$ cat src/rtl/noc_port_requester_if.sv
// Handshake bundle between one NoC input port, its requester front end and the judge.
// The master modport is the requester's view; slave is the upstream/judge side.
interface noc_port_requester_if #(
  parameter int DW  = 16,
  parameter int RCW = 4
);
  logic           in_valid;
  logic           in_ready;
  logic [DW-1:0]  in_data;
  logic [1:0]     dout;
  logic           fail;
  logic [DW-1:0]  out_data;
  logic           out_fire;
  logic [RCW-1:0] retry_cnt;
  logic           starve;

  modport master (
    input  in_valid, in_data, fail,
    output in_ready, dout, out_data, out_fire, retry_cnt, starve
  );

  modport slave (
    output in_valid, in_data, fail,
    input  in_ready, dout, out_data, out_fire, retry_cnt, starve
  );
endinterface

$ cat src/rtl/noc_port_requester.sv
// Per-input-port NoC front end: FIFO-buffers packets, routes the head (X first, then Y,
// then LOCAL) and holds it toward the judge until a non-failed cycle pops it.
module noc_port_requester #(
  parameter int DW        = 16,
  parameter int CW        = 2,
  parameter int DEPTH     = 4,
  parameter int RCW       = 4,
  parameter int STARVE_TH = 8
) (
  input  logic                 clk,
  input  logic                 rst_n,
  input  logic [CW-1:0]        cur_x,
  input  logic [CW-1:0]        cur_y,
  noc_port_requester_if.master bus
);

  localparam int AW = $clog2(DEPTH);

  typedef enum logic [1:0] {
    IDLE  = 2'd0,
    REQ   = 2'd1,
    RETRY = 2'd2
  } state_t;

  localparam logic [1:0] DIR_NONE  = 2'b00;
  localparam logic [1:0] DIR_X     = 2'b01;
  localparam logic [1:0] DIR_Y     = 2'b10;
  localparam logic [1:0] DIR_LOCAL = 2'b11;

  state_t         state_q, state_d;
  logic [AW:0]    wr_ptr_q, wr_ptr_d;
  logic [AW:0]    rd_ptr_q, rd_ptr_d;
  logic [RCW-1:0] retry_q, retry_d;
  logic [DW-1:0]  mem_q [DEPTH];

  logic           empty, full, empty_nxt, push, pop;
  logic [DW-1:0]  head;

  function automatic logic [1:0] route(input logic [DW-1:0] pkt,
                                       input logic [CW-1:0] cx,
                                       input logic [CW-1:0] cy);
    logic [1:0] dir;
    if (pkt[DW-1 -: CW] != cx)         dir = DIR_X;
    else if (pkt[DW-CW-1 -: CW] != cy) dir = DIR_Y;
    else                               dir = DIR_LOCAL;
    return dir;
  endfunction

  function automatic logic [RCW-1:0] sat_inc(input logic [RCW-1:0] v);
    return (v == {RCW{1'b1}}) ? v : v + RCW'(1);
  endfunction

  assign empty = (wr_ptr_q == rd_ptr_q);
  assign full  = (wr_ptr_q[AW] != rd_ptr_q[AW]) && (wr_ptr_q[AW-1:0] == rd_ptr_q[AW-1:0]);
  assign head  = mem_q[rd_ptr_q[AW-1:0]];

  // Outputs are gated by empty so that an async reset forces dout/out_data to zero at once.
  always_comb begin
    bus.in_ready  = !full;
    bus.dout      = empty ? DIR_NONE : route(head, cur_x, cur_y);
    bus.out_data  = empty ? '0 : head;
    bus.out_fire  = !empty && !bus.fail;
    bus.retry_cnt = retry_q;
    bus.starve    = (retry_q >= RCW'(STARVE_TH));
  end

  assign push = bus.in_valid && !full;
  assign pop  = bus.out_fire;

  always_comb begin
    wr_ptr_d  = wr_ptr_q + (AW+1)'(push);
    rd_ptr_d  = rd_ptr_q + (AW+1)'(pop);
    empty_nxt = (wr_ptr_d == rd_ptr_d);
    state_d   = state_q;
    retry_d   = retry_q;
    if (pop) begin
      retry_d = '0;
      state_d = empty_nxt ? IDLE : REQ;
    end else if (!empty) begin
      // Non-empty without a pop means the judge failed us this cycle.
      retry_d = (state_q == RETRY) ? sat_inc(retry_q) : RCW'(1);
      state_d = RETRY;
    end else begin
      retry_d = '0;
      state_d = empty_nxt ? IDLE : REQ;
    end
  end

  always_ff @(posedge clk or negedge rst_n) begin
    if (!rst_n) begin
      state_q  <= IDLE;
      wr_ptr_q <= '0;
      rd_ptr_q <= '0;
      retry_q  <= '0;
    end else begin
      state_q  <= state_d;
      wr_ptr_q <= wr_ptr_d;
      rd_ptr_q <= rd_ptr_d;
      retry_q  <= retry_d;
    end
  end

  // Storage carries no reset; validity is tracked solely by the pointers.
  always_ff @(posedge clk) begin
    if (push) mem_q[wr_ptr_q[AW-1:0]] <= bus.in_data;
  end

endmodule
$ cat src/flat_wrapper.sv
// flat-port wrapper written by rule: the top's interface ports become plain ports
module noc_port_requester_flat 
#(
  parameter int DW        = 16,
  parameter int CW        = 2,
  parameter int DEPTH     = 4,
  parameter int RCW       = 4,
  parameter int STARVE_TH = 8
)
  (clk, rst_n, cur_x, cur_y, bus_in_valid, bus_in_data, bus_fail, bus_in_ready, bus_dout, bus_out_data, bus_out_fire, bus_retry_cnt, bus_starve);
  noc_port_requester_if #(.DW(DW), .RCW(RCW)) bus_i ();
  input  logic clk;
  input  logic rst_n;
  input  logic [CW-1:0] cur_x;
  input  logic [CW-1:0] cur_y;
  input wire logic [$bits(bus_i.in_valid)-1:0] bus_in_valid;
  input wire logic [$bits(bus_i.in_data)-1:0] bus_in_data;
  input wire logic [$bits(bus_i.fail)-1:0] bus_fail;
  output wire logic [$bits(bus_i.in_ready)-1:0] bus_in_ready;
  output wire logic [$bits(bus_i.dout)-1:0] bus_dout;
  output wire logic [$bits(bus_i.out_data)-1:0] bus_out_data;
  output wire logic [$bits(bus_i.out_fire)-1:0] bus_out_fire;
  output wire logic [$bits(bus_i.retry_cnt)-1:0] bus_retry_cnt;
  output wire logic [$bits(bus_i.starve)-1:0] bus_starve;
  assign bus_i.in_valid = bus_in_valid;
  assign bus_i.in_data = bus_in_data;
  assign bus_i.fail = bus_fail;
  assign bus_in_ready = bus_i.in_ready;
  assign bus_dout = bus_i.dout;
  assign bus_out_data = bus_i.out_data;
  assign bus_out_fire = bus_i.out_fire;
  assign bus_retry_cnt = bus_i.retry_cnt;
  assign bus_starve = bus_i.starve;
  noc_port_requester #(.DW(DW), .CW(CW), .DEPTH(DEPTH), .RCW(RCW), .STARVE_TH(STARVE_TH)) u_core (.clk(clk), .rst_n(rst_n), .cur_x(cur_x), .cur_y(cur_y), .bus(bus_i));
endmodule
$ cat config.mk
export PLATFORM = sky130hd
export DESIGN_NAME = noc_port_requester_flat
export DESIGN_NICKNAME = d
export VERILOG_FILES = /design/src/rtl/noc_port_requester_if.sv /design/src/rtl/noc_port_requester.sv /design/src/flat_wrapper.sv
export SDC_FILE = /design/constraint.sdc
export NUM_CORES = 1
export LEC_CHECK = 0
export CAP_MARGIN = 0
export CORE_UTILIZATION = 54
export CTS_BUF_LIST = sky130_fd_sc_hd__clkbuf_8
export DETAILED_ROUTE_END_ITERATION = 12
export DONT_BUFFER_PORTS = 1
export PLACE_DENSITY_LB_ADDON = 0.08
export SKIP_CTS_REPAIR_TIMING = 1
export SLEW_MARGIN = 20
export SYNTH_ARGS = -nofsm -noshare
export SYNTH_HDL_FRONTEND = slang
export SYNTH_SLANG_ARGS = --single-unit
$ cat constraint.sdc
create_clock -name clk -period 6.68 [get_ports clk]
set_input_delay 1.336 -clock clk [delete_from_list [all_inputs] [get_ports clk]]
set_output_delay 1.336 -clock clk [all_outputs]
set_load 0.01 [all_outputs]
* Word-level counts from Yosys, hierarchy flattened *
Memory sizes are Yosys's and may differ from the RTL's.
Cells that the tools add are included.

cells by class
  reductions and logical operators = 6
  div/mod/pow operators = 0
  shift operators = 0
  $mul = 0
  equality and inequality tests = 9
  multiplexer cells = 13
  bitwise gates (word level) = 0
  add/sub/neg operators = 3
  $lt $le $gt $ge = 1

operators with widths
  operator             number
  $mux 16              1
  $mux 4               4
  $mux 2               4
  $add 3x1->3          2
  $eq 3x3->1           2
  $add 4x1->4 const B  1
  $eq 4x4->1 const B   1
  $ge 4x4->1 const B   1
  $mux 1               4
  $ne 2x2->1           2
  $ne 4x2->1 const B   1
  $logic_and 1x1->1    3
  $logic_not 1->1      3
  $eq 2x2->1           1
  $eq 2x2->1 const B   1
  $ne 1x1->1           1

storage, ports and cells
  memory bits (read-only) = 0
  word-level logic and storage cells = 37
  memories = 1
  latch bits = 0
  output and inout port bits = 25
  bits in registers = 12
  bits in writable memories = 64
  input bits = 24

memories
  memory        depth  bits a word  read ports  clocked after memory_dff  write ports  RTL line                  text
  u_core.mem_q  4      16           1           0                         1            noc_port_requester.sv:34  logic [DW-1:0] mem_q [DEPTH];

* Logic depth before layout (Yosys ltp) *
Gate-level depths: netlist of the first run.

  depth after elaboration = 9
  mapped depth = 11
  depth with buffers taken out = 10

* Worst setup path after synthesis of the first run *
OpenSTA, ideal clock, no wires.

  path type = input to output
  start = in cur_y[0]
  end = out bus_dout[0]
  arrival time = 1.777 ns
  setup slack = 3.567 ns
  data required time = 5.344 ns
  buffers on the path = 0
  cell stages on the path = 3
  cells stage by stage = xnor2_1 nand2_1 a31oi_1

between the ends
  cells in the longest elaborated chain, start to end = 4

RTL lines
  element      RTL line                  text
  from (decl)  flat_wrapper.sv:15        input logic [CW-1:0] cur_y;
  $ne 2x2->1   noc_port_requester.sv:44  else if (pkt[DW-CW-1 -: CW] != cy) dir = DIR_Y;
  $mux 1       noc_port_requester.sv:44
  $mux 2       noc_port_requester.sv:43  if (pkt[DW-1 -: CW] != cx) dir = DIR_X;
  $mux 2       noc_port_requester.sv:60  bus.dout = empty ? DIR_NONE : route(head, cur_x, cur_y);
  to (decl)    flat_wrapper.sv:20        output wire logic [$bits(bus_i.dout)-1:0] bus_dout;

Every way passes these cells.

* Worst setup path in the final report of the first run *
  start = reg u_core.rd_ptr_q[1]
  end = out bus_out_fire

between the ends
  cells in the longest elaborated chain, start to end = 3

RTL lines
  element                 RTL line                  text
  from (decl)             noc_port_requester.sv:32  logic [AW:0] rd_ptr_q, rd_ptr_d;
  from (signal assigned)  noc_port_requester.sv:98  rd_ptr_q <= rd_ptr_d;
  $eq 3x3->1              noc_port_requester.sv:53  assign empty = (wr_ptr_q == rd_ptr_q);
  $logic_not 1->1         noc_port_requester.sv:62  bus.out_fire = !empty && !bus.fail;
  $logic_and 1x1->1       noc_port_requester.sv:62
  to (decl)               flat_wrapper.sv:22        output wire logic [$bits(bus_i.out_fire)-1:0] bus_out_fire;

Every way passes these cells.

==> flow_metrics.env, run 1 <==
export IMPL_ys_seq_elements=76
export IMPL_p_int_mw=1.06
export IMPL_hold_viol=0
export IMPL_numClockSinks=76
export IMPL_clk_pin_slew_ns=0.07
export IMPL_final_max_slew_viol_count=0
export IMPL_seqPwrFrac_pct=44.2
export IMPL_clock_latency_ns=0.34
export IMPL_hold_path_end="u_core.bus.retry_cnt[0]$_DFFE_PN0P_"
export IMPL_min_period_ns=3.80
export IMPL_period_share_pct=56.9
export IMPL_drc=0
export IMPL_drtIter0Drc=87
export IMPL_critPathKind="reg2out"
export IMPL_critPathArrivalTime_ns=2.46
export IMPL_tns_ns=0
export IMPL_cts_tree="built"
export IMPL_syn_to_final_growth_pct=8.48
export IMPL_netlist_area_um2=3130
export IMPL_routed_wl_mm=4.83
export IMPL_yosysSeqAreaShare_pct=71.0
export IMPL_holdPathStages=1
export IMPL_core_um2=5540
export IMPL_multi_input_area_um2=852
export IMPL_startpoint_type="flip-flop"
export IMPL_grt_use_met3_pct=6.40
export IMPL_grt_util_met2_pct=28.9
export IMPL_synth_cell_type_count=27
export IMPL_detail_route_wl_per_cell_um=19.1
export IMPL_hold_path_class="reg2reg"
export IMPL_firstDrtPassIters=4
export IMPL_muxShareOfSynthArea_pct=12.1
export IMPL_grt_overflow=0
export IMPL_synthCells=170
export IMPL_pwr_share_comb_pct=35.7
export IMPL_leakagePower_nw=1.18
export IMPL_start_util_pct=56.5
export IMPL_dp_cells=238
export IMPL_layout_common_cells="edfxtp_1, nor2b_1, mux4_2"
export IMPL_io_buffers=0
export IMPL_antenna_left=0
export IMPL_num_antenna_cells=0
export IMPL_synth_compound_area_share_pct=0.840
export IMPL_grt_max_degree=24
export IMPL_grt_pass1_wl_mm=7.78
export IMPL_grt_use_total_pct=18.3
export IMPL_cts_buffers=9
export IMPL_viasPerCell=5.64
export IMPL_setup_viol=0
export IMPL_max_cap_viol_count=0
export IMPL_min_from="u_core.state_q[1]$_DFF_PN0_"
export IMPL_io_pins=49
export IMPL_synth_top_family_by_area="multiplexers"
export IMPL_h_tree_depth=3
export IMPL_final_cells=253
export IMPL_timing_fmax_ghz=0.263
export IMPL_tightest_slew_ns=0.878
export IMPL_top_usage_layer="met2"
export IMPL_yosysWarnings=0
export IMPL_fin_area_um2=3390
export IMPL_cts_buffer_depth=2
export IMPL_r2r_end="u_core.state_q[0]$_DFF_PN0_"
export IMPL_netSwitchingPower_mw=0.555
export IMPL_powerDensity_nw_per_um2=475
export IMPL_rrSetupSlack_ns=3.47
export IMPL_grt_pass1_vias=1568
export IMPL_timing_rr_start="u_core.rd_ptr_q[1]$_DFF_PN0_"
export IMPL_vias=1426
export IMPL_fin_skew_ns=0.00530
export IMPL_synthSimpleGateAreaFrac_pct=7.64
export IMPL_cts_root_buffer="clkbuf_8"
export IMPL_worstPathMaxFanout=23
export IMPL_die_x_um=78.1
export IMPL_die_h_um=78.1
export IMPL_required_ns=5.34
export IMPL_syn_area_per_cell_um2=18.4
export IMPL_fill_cells=429
export IMPL_final_common_cell="edfxtp_1"
export IMPL_rsz0062_at_grt="no"
export IMPL_max_slew_margin_rel_pct=41.5
export IMPL_place_congestion=0.678
export IMPL_synth_xor_area_share_pct=4.20
export IMPL_dp_hpwl_mm=3.05
export IMPL_outcome="complete, no violations"
export IMPL_yosys_area_share_adder_pct=2.00
export IMPL_reg2regPathDepth=9
export IMPL_dieArea_um2=6100
export IMPL_switching_share_pct=34.4
export IMPL_synth_nets=199
export IMPL_ir_worst_vdd_v=0.000320
export IMPL_place_area_um2=3210
export IMPL_antenna_found_initial=0
export IMPL_use_met1_pct=21.7
export IMPL_finalNetCount=206
export IMPL_drive_above_1_share_pct=20.4
export IMPL_seq_area_um2=2220
export IMPL_worstSetupEndpointType="output port"
export IMPL_num_rows=27
export IMPL_clkPwrFrac_pct=20.1
## metal layers
| layer | up-vias | wire length, µm |
|---|---|---|
| li1 | 656 | - |
| met1 | 716 | 1910 |
| met2 | 46 | 2460 |
| met3 | 8 | 360 |
| met4 | 0 | 104 |
| met5 | - | 0 |
## worst max-delay path by stage
stage | start | end | depth (start not counted)
5_1_grt | u_core.rd_ptr_q[1]$_DFF_PN0_ | bus_out_fire | 3
3_3_place_gp | u_core.rd_ptr_q[1]$_DFF_PN0_ | bus_out_fire | 3
4_1_cts | u_core.rd_ptr_q[1]$_DFF_PN0_ | bus_out_fire | 3
3_5_place_dp | u_core.rd_ptr_q[1]$_DFF_PN0_ | bus_out_fire | 3
6_report | u_core.rd_ptr_q[1]$_DFF_PN0_ | bus_out_fire | 3
2_1_floorplan | cur_y[0] | bus_dout[0] | 3
## logic make-up after synthesis
logic type,Yosys count
buf+inv,13
fa+ha+maj,5
mux,17
xor+xnor,15
compound gates,4
flops,76
simple gates,40
## state kept, by name, summed over array words and instances, names as in the netlist
register	cells
u_core.mem_q	64
u_core.wr_ptr_q	3
u_core.bus.retry_cnt	4
u_core.state_q	2
u_core.rd_ptr_q	3
## final cells by class
type                    count  area share, %
flip-flops and latches     76           65.5
multi-input cells          81           25.1
clock buffers               9           3.65
well taps                  72           2.65
clock inverters             6           1.70
repair buffers              4          0.885
inverters                   5          0.553
## synthesized netlist by cell type (all sizes together)
cell type | count | share of area (%)
edfxtp | 64 | 61
mux2i | 1 | 0.32
and3 | 1 | 0.20
ha | 5 | 2.0
xor2 | 6 | 1.7
a311oi | 1 | 0.28
or4b | 1 | 0.44
and2 | 1 | 0.20
nor2 | 7 | 0.84
nand2 | 4 | 0.48
buf | 5 | 1.3
a21oi | 1 | 0.16
nor3 | 3 | 0.80
nor2b | 16 | 3.2
dfrtp | 12 | 9.6
and3b | 1 | 0.28
a31oi | 2 | 0.40
mux4 | 16 | 12
nor3b | 3 | 0.72
clkbuf | 3 | 0.36
xnor2 | 9 | 2.5
nand3 | 3 | 0.48
inv | 5 | 0.60
## critical path: stages, from the launching register on
cell and delay, ns:
dfrtp_1 0.88, xnor2_1 0.21, and3b_1 0.77, nor2_1 0.26
## through the flow
stage          utilization, %  power, mW  hold slack, ns  setup WS [ns]
6_report                 61.3       1.61           0.466           2.88
5_1_grt                  61.3       1.72           0.504           2.62
4_1_cts                  61.3       1.64           0.471           2.79
3_5_place_dp             58.0       1.32           0.454           3.14
3_3_place_gp             58.0       1.30           0.442           3.20
2_1_floorplan               -       1.20           0.433           3.57
## power groups by stage
stage	clock network (mW)	logic (mW)	registers, mW
after CTS	0.332	0.591	0.716
after floorplan	0	0.513	0.691
after global routing	0.350	0.637	0.730
final	0.324	0.575	0.714
after global placement	0	0.578	0.717
after detailed placement	0	0.589	0.727
(Power assumes the default switching activity.)
==> run 2, diff against run 1 <==
==> constraint.sdc (replaced) <==
create_clock -name clk -period 3.2 [get_ports clk]
set_input_delay 0.64 -clock clk [delete_from_list [all_inputs] [get_ports clk]]
set_output_delay 0.64 -clock clk [all_outputs]
set_load 0.01 [all_outputs]
==> run 2 against run 1 <==
  * Non-clock buffer count up 4
  * Sequential power up 110%
  * Utilization up 1.0 points
  * Clock skew down 0.00054 ns
  * Flip-flop and latch count unchanged
  * Via count up 2.3%
  * First-iteration DRC count down 30%
  * Register-to-register slack worse by 2.8 ns
  * Critical endpoint is now bus_dout[0]
  * Largest power group unchanged
==> flow_metrics.env, run 2 (synthesized netlist as in run 1, its figures left out) <==
export IMPL_outcome="complete, no violations"
export IMPL_core_um2=5540
export IMPL_place_congestion=0.714
export IMPL_startpoint_type="flip-flop"
export IMPL_worstPathCellList="mux4_1 > xnor2_1 > nand2_1 > a31oi_1"
export IMPL_numClockSinks=76
export IMPL_dp_hpwl_mm=3.15
export IMPL_clock_latency_ns=0.33
export IMPL_drtIter0Drc=61
export IMPL_critPathCapture="bus_dout[0]"
export IMPL_worstSetupEndpointType="output port"
export IMPL_fin_ws_ns=0.325
export IMPL_vias=1459
export IMPL_rsz0062_at_grt="no"
export IMPL_leakagePower_nw=1.22
export IMPL_fill_cells=415
export IMPL_ir_worst_vdd_v=0.000592
export IMPL_finalNetCount=210
export IMPL_syn_to_final_growth_pct=10.3
export IMPL_critPathMaxStageDelay_ns=0.74
export IMPL_min_period_ns=2.88
export IMPL_tightest_slew_ns=0.621
export IMPL_setup_viol=0
export IMPL_max_slew_margin_rel_pct=58.6
export IMPL_hold_viol=0
export IMPL_critPathArrivalTime_ns=2.24
export IMPL_fin_area_um2=3450
export IMPL_max_cap_viol_count=0
export IMPL_h_tree_depth=3
export IMPL_required_ns=2.56
export IMPL_die_x_um=78.1
export IMPL_rrSetupSlack_ns=0.70
export IMPL_timing_fmax_ghz=0.348
export IMPL_final_max_slew_viol_count=0
export IMPL_place_ws_ns=0.647
export IMPL_viasPerCell=5.66
export IMPL_antenna_found_initial=0
export IMPL_place_area_um2=3240
export IMPL_final_cells=258
export IMPL_powerDensity_nw_per_um2=1010
export IMPL_drc=0
export IMPL_hold_path_class="in2reg"
export IMPL_drive_above_1_share_pct=22.0
export IMPL_io_buffers=0
export IMPL_layout_common_cells="edfxtp_1, nor2b_1, mux4_2"
export IMPL_grt_max_degree=23
export IMPL_cts_buffers=9
export IMPL_fin_skew_ns=0.00476
export IMPL_die_h_um=78.1
export IMPL_seq_area_um2=2220
export IMPL_dieArea_um2=6100
export IMPL_crit_family="flip-flops"
export IMPL_io_pins=49
export IMPL_grt_overflow=0
export IMPL_multi_input_area_um2=852
export IMPL_path_buf_inv=0
export IMPL_r2r_end="u_core.state_q[0]$_DFF_PN0_"
export IMPL_reg2regPathDepth=10
export IMPL_clk_pin_slew_ns=0.07
export IMPL_grt_use_total_pct=17.7
export IMPL_num_rows=27
export IMPL_cts_tree="built"
export IMPL_period_share_pct=89.8
export IMPL_cp_depth=4
export IMPL_antenna_left=0
export IMPL_tns_ns=0
export IMPL_timing_rr_start="u_core.rd_ptr_q[0]$_DFF_PN0_"
export IMPL_routed_wl_mm=4.90
export IMPL_critPathKind="reg2out"
export IMPL_num_antenna_cells=0
export IMPL_cp_slowest_cell="dfrtp_1"
export IMPL_firstDrtPassIters=4
export IMPL_detail_route_wl_per_cell_um=19.0
export IMPL_cts_buffer_depth=2
export IMPL_finalPower_mw=3.48
export IMPL_start_util_pct=56.5
export IMPL_final_common_cell="edfxtp_1"
export IMPL_worstPathMaxFanout=12
export IMPL_cts_root_buffer="clkbuf_8"
export IMPL_largest_register_ffs=64
export IMPL_grt_pass1_wl_mm=7.60
export IMPL_crit_start="u_core.rd_ptr_q[0]$_DFF_PN0_"
export IMPL_grt_pass1_vias=1490
export IMPL_dp_cells=241
[run 2: cell count changes in the layout (fill, tap and decap cells not counted)]
| cell | before | now |
|---|---|---|
| dlygate4sd3_1 | 0 | 1 |
| clkinvlp_4 | 2 | 0 |
| clkinv_2 | 1 | 3 |
| buf_4 | 4 | 7 |
| bufinv_16 | 1 | 2 |
[run 2: power breakdown]
group	total, mW	internal [mW]	switching, mW
Sequential	1.51	1.34	0.164
Combinational	1.22	0.540	0.680
Clock	0.752	0.429	0.322
Total	3.48	2.31	1.17
[run 2: worst min-delay path by stage]
stage                    from                             endpoint  slack (ns)  depth (start not counted)
6_report       bus_in_data[9]         u_core.mem_q[3][9]$_DFFE_PP_        0.39                          0
5_1_grt        bus_in_data[8]         u_core.mem_q[2][8]$_DFFE_PP_        0.38                          0
4_1_cts                 rst_n         u_core.wr_ptr_q[1]$_DFF_PN0_       -0.02                          0
3_5_place_dp            rst_n  u_core.bus.retry_cnt[3]$_DFFE_PN0P_        0.34                          0
3_3_place_gp            rst_n  u_core.bus.retry_cnt[3]$_DFFE_PN0P_        0.34                          0
2_1_floorplan           rst_n  u_core.bus.retry_cnt[0]$_DFFE_PN0P_        0.34                          0
[run 2: metrics by stage]
step                      utilization (%)  hold WS (ns)
after detailed placement             58.4         0.345
after floorplan                         -         0.344
after global routing                 62.3         0.375
after global placement               58.4         0.345
final                                62.3         0.392
after CTS                            62.1       -0.0214
[run 2: cell type report]
type	count	share of cell area [%]
sequential	76	64.4
multi-input combinational	81	24.7
clock buffer	9	3.59
tap	72	2.61
clock inverter	7	2.39
timing repair buffer	8	1.81
inverter	5	0.544
[run 2: per-layer routing]
metal,track usage [%],share of wire [%],vias up
met3,5.93,7.1,8
met1,21.9,40,745
met4,9.63,1.6,0
met2,27.8,52,43
met5,0,0,-
li1,-,-,663
==> run 3, diff against run 2 <==
--- a/config.mk
+++ b/config.mk
@@ -6,6 +6,7 @@
 export NUM_CORES = 1
 export LEC_CHECK = 0
 export CAP_MARGIN = 0
+export CORE_ASPECT_RATIO = 0.7
 export CORE_UTILIZATION = 54
 export CTS_BUF_LIST = sky130_fd_sc_hd__clkbuf_8
 export DETAILED_ROUTE_END_ITERATION = 12
==> constraint.sdc (replaced) <==
create_clock -name clk -period 2.85 [get_ports clk]
set_input_delay 0.57 -clock clk [delete_from_list [all_inputs] [get_ports clk]]
set_output_delay 0.57 -clock clk [all_outputs]
set_load 0.01 [all_outputs]
==> run 3 against run 2 <==
  * Wire length increased by 4.6%
  * Sequential power increased by 9.9%
  * Via count rose by 2.5%
  * Count of clock-buffer cells in the layout did not move
  * Global-route usage is 1.8 points higher
  * Setup slack worse by 0.067 ns
  * Largest power group unchanged
==> flow_metrics.env, run 3 (synthesized netlist as in run 1, its figures left out) <==
export IMPL_outcome="complete, no violations"
export IMPL_detail_route_wl_per_cell_um=19.5
export IMPL_finalNetCount=215
export IMPL_num_antenna_cells=0
export IMPL_reg2regPathDepth=10
export IMPL_use_met1_pct=23.7
export IMPL_tightest_slew_ns=0.587
export IMPL_period_share_pct=91.0
export IMPL_cts_buffer_depth=2
export IMPL_crit_start="u_core.rd_ptr_q[0]$_DFF_PN0_"
export IMPL_grt_overflow=0
export IMPL_grt_pass1_vias=1606
export IMPL_final_max_slew_viol_count=0
export IMPL_syn_to_final_growth_pct=11.1
export IMPL_cts_tree="built"
export IMPL_antenna_found_initial=0
export IMPL_critPathKind="reg2out"
export IMPL_place_ws_ns=0.492
export IMPL_finalPower_mw=3.93
export IMPL_holdPathStages=0
export IMPL_timing_fmax_ghz=0.386
export IMPL_dp_hpwl_mm=3.42
export IMPL_worstPathMaxFanout=8
export IMPL_grt_use_total_pct=19.6
export IMPL_timing_rr_start="u_core.rd_ptr_q[0]$_DFF_PN0_"
export IMPL_h_tree_depth=3
export IMPL_core_um2=5400
export IMPL_firstDrtPassIters=4
export IMPL_max_slew_margin_rel_pct=60.8
export IMPL_place_congestion=0.806
export IMPL_rsz0062_at_grt="no"
export IMPL_top_usage_layer="met2"
export IMPL_routed_wl_mm=5.12
export IMPL_antenna_left=0
export IMPL_num_rows=22
export IMPL_grt_util_met2_pct=30.2
export IMPL_fin_ws_ns=0.257
export IMPL_clock_latency_ns=0.34
export IMPL_required_ns=2.28
export IMPL_fin_area_um2=3480
export IMPL_cts_buffers=9
export IMPL_min_period_ns=2.59
export IMPL_worstSetupEndpointType="output port"
export IMPL_die_h_um=65.7
export IMPL_drive_above_1_share_pct=24.6
export IMPL_vias=1496
export IMPL_startpoint_type="flip-flop"
export IMPL_numClockSinks=76
export IMPL_setup_viol=0
export IMPL_worstPathCellList="mux4_1 > xnor2_1 > nand2_1 > a31oi_1 > buf_4"
export IMPL_grt_max_degree=23
export IMPL_layout_common_cells="edfxtp_1, nor2b_1, mux4_2"
export IMPL_drc=0
export IMPL_powerDensity_nw_per_um2=1130
export IMPL_min_from="bus_in_data[10]"
export IMPL_die_x_um=93.0
export IMPL_viasPerCell=5.69
export IMPL_fill_cells=400
export IMPL_fin_skew_ns=0.00902
export IMPL_critPathArrivalTime_ns=2.02
export IMPL_critPathMaxStageDelay_ns=0.63
export IMPL_dieArea_um2=6110
export IMPL_hold_viol=0
export IMPL_crit_family="multiplexers"
export IMPL_place_area_um2=3270
export IMPL_path_buf_inv=1
export IMPL_leakagePower_nw=1.22
export IMPL_grt_pass1_wl_mm=8.20
export IMPL_cp_slowest_cell="mux4_1"
export IMPL_start_util_pct=58.0
export IMPL_drtIter0Drc=82
export IMPL_ir_worst_vdd_v=0.000592
export IMPL_clk_pin_slew_ns=0.08
export IMPL_cts_root_buffer="clkbuf_8"
export IMPL_io_buffers=0
export IMPL_max_cap_viol_count=0
export IMPL_grt_use_met3_pct=9.72
export IMPL_final_common_cell="edfxtp_1"
export IMPL_cp_depth=5
export IMPL_io_pins=49
export IMPL_hold_path_class="in2reg"
export IMPL_largest_register_ffs=64
export IMPL_tns_ns=0
[run 3: changes by cell type in the layout (fill, tap and decap cells not counted), sizes merged]
cell      previous run  this run
buf                  7        12
clkinv               4         0
inv                  6         8
bufinv               2         1
clkinvlp             0         3
[run 3: layer usage]
metal	vias up	routed length (µm)	part of all wire [%]
met1	768	2080	41
met3	8	455	8.9
met2	42	2500	49
li1	678	-	-
met4	0	80	1.6
met5	-	0	0
[run 3: worst paths after layout]
path / endpoint / slack (ns)
max: bus_dout[0] / 0.26
min: u_core.mem_q[2][10]$_DFFE_PP_ / 0.32
max reg2reg: u_core.state_q[0]$_DFF_PN0_ / 0.65
min reg2reg: u_core.bus.retry_cnt[0]$_DFFE_PN0P_ / 0.47
max in group asynchronous: u_core.rd_ptr_q[0]$_DFF_PN0_ / 1.77
min in group asynchronous: u_core.bus.retry_cnt[1]$_DFFE_PN0P_ / 0.67
[run 3: metrics by stage]
step | hold slack (ns) | instances | util [%]
after floorplan | 0.274 | 170 | -
after global placement | 0.275 | 246 | 60.7
after detailed placement | 0.275 | 246 | 60.7
after CTS | -0.102 | 262 | 64.2
after global routing | 0.288 | 263 | 64.4
final | 0.317 | 263 | 64.4
[run 3: where the power goes]
group	switching (mW)	internal, mW
sequential	0.152	1.51
clock	0.375	0.400
combinational	0.824	0.666
[run 3: area by class of cell]
cell class	count	area [µm²]	area share, %
Sequential cell	76	2220	63.9
Multi-Input combinational cell	81	852	24.5
Clock buffer	9	124	3.56
Timing Repair Buffer	13	100	2.88
Tap cell	72	90.1	2.59
Clock inverter	7	68.8	1.98
Inverter	5	18.8	0.540
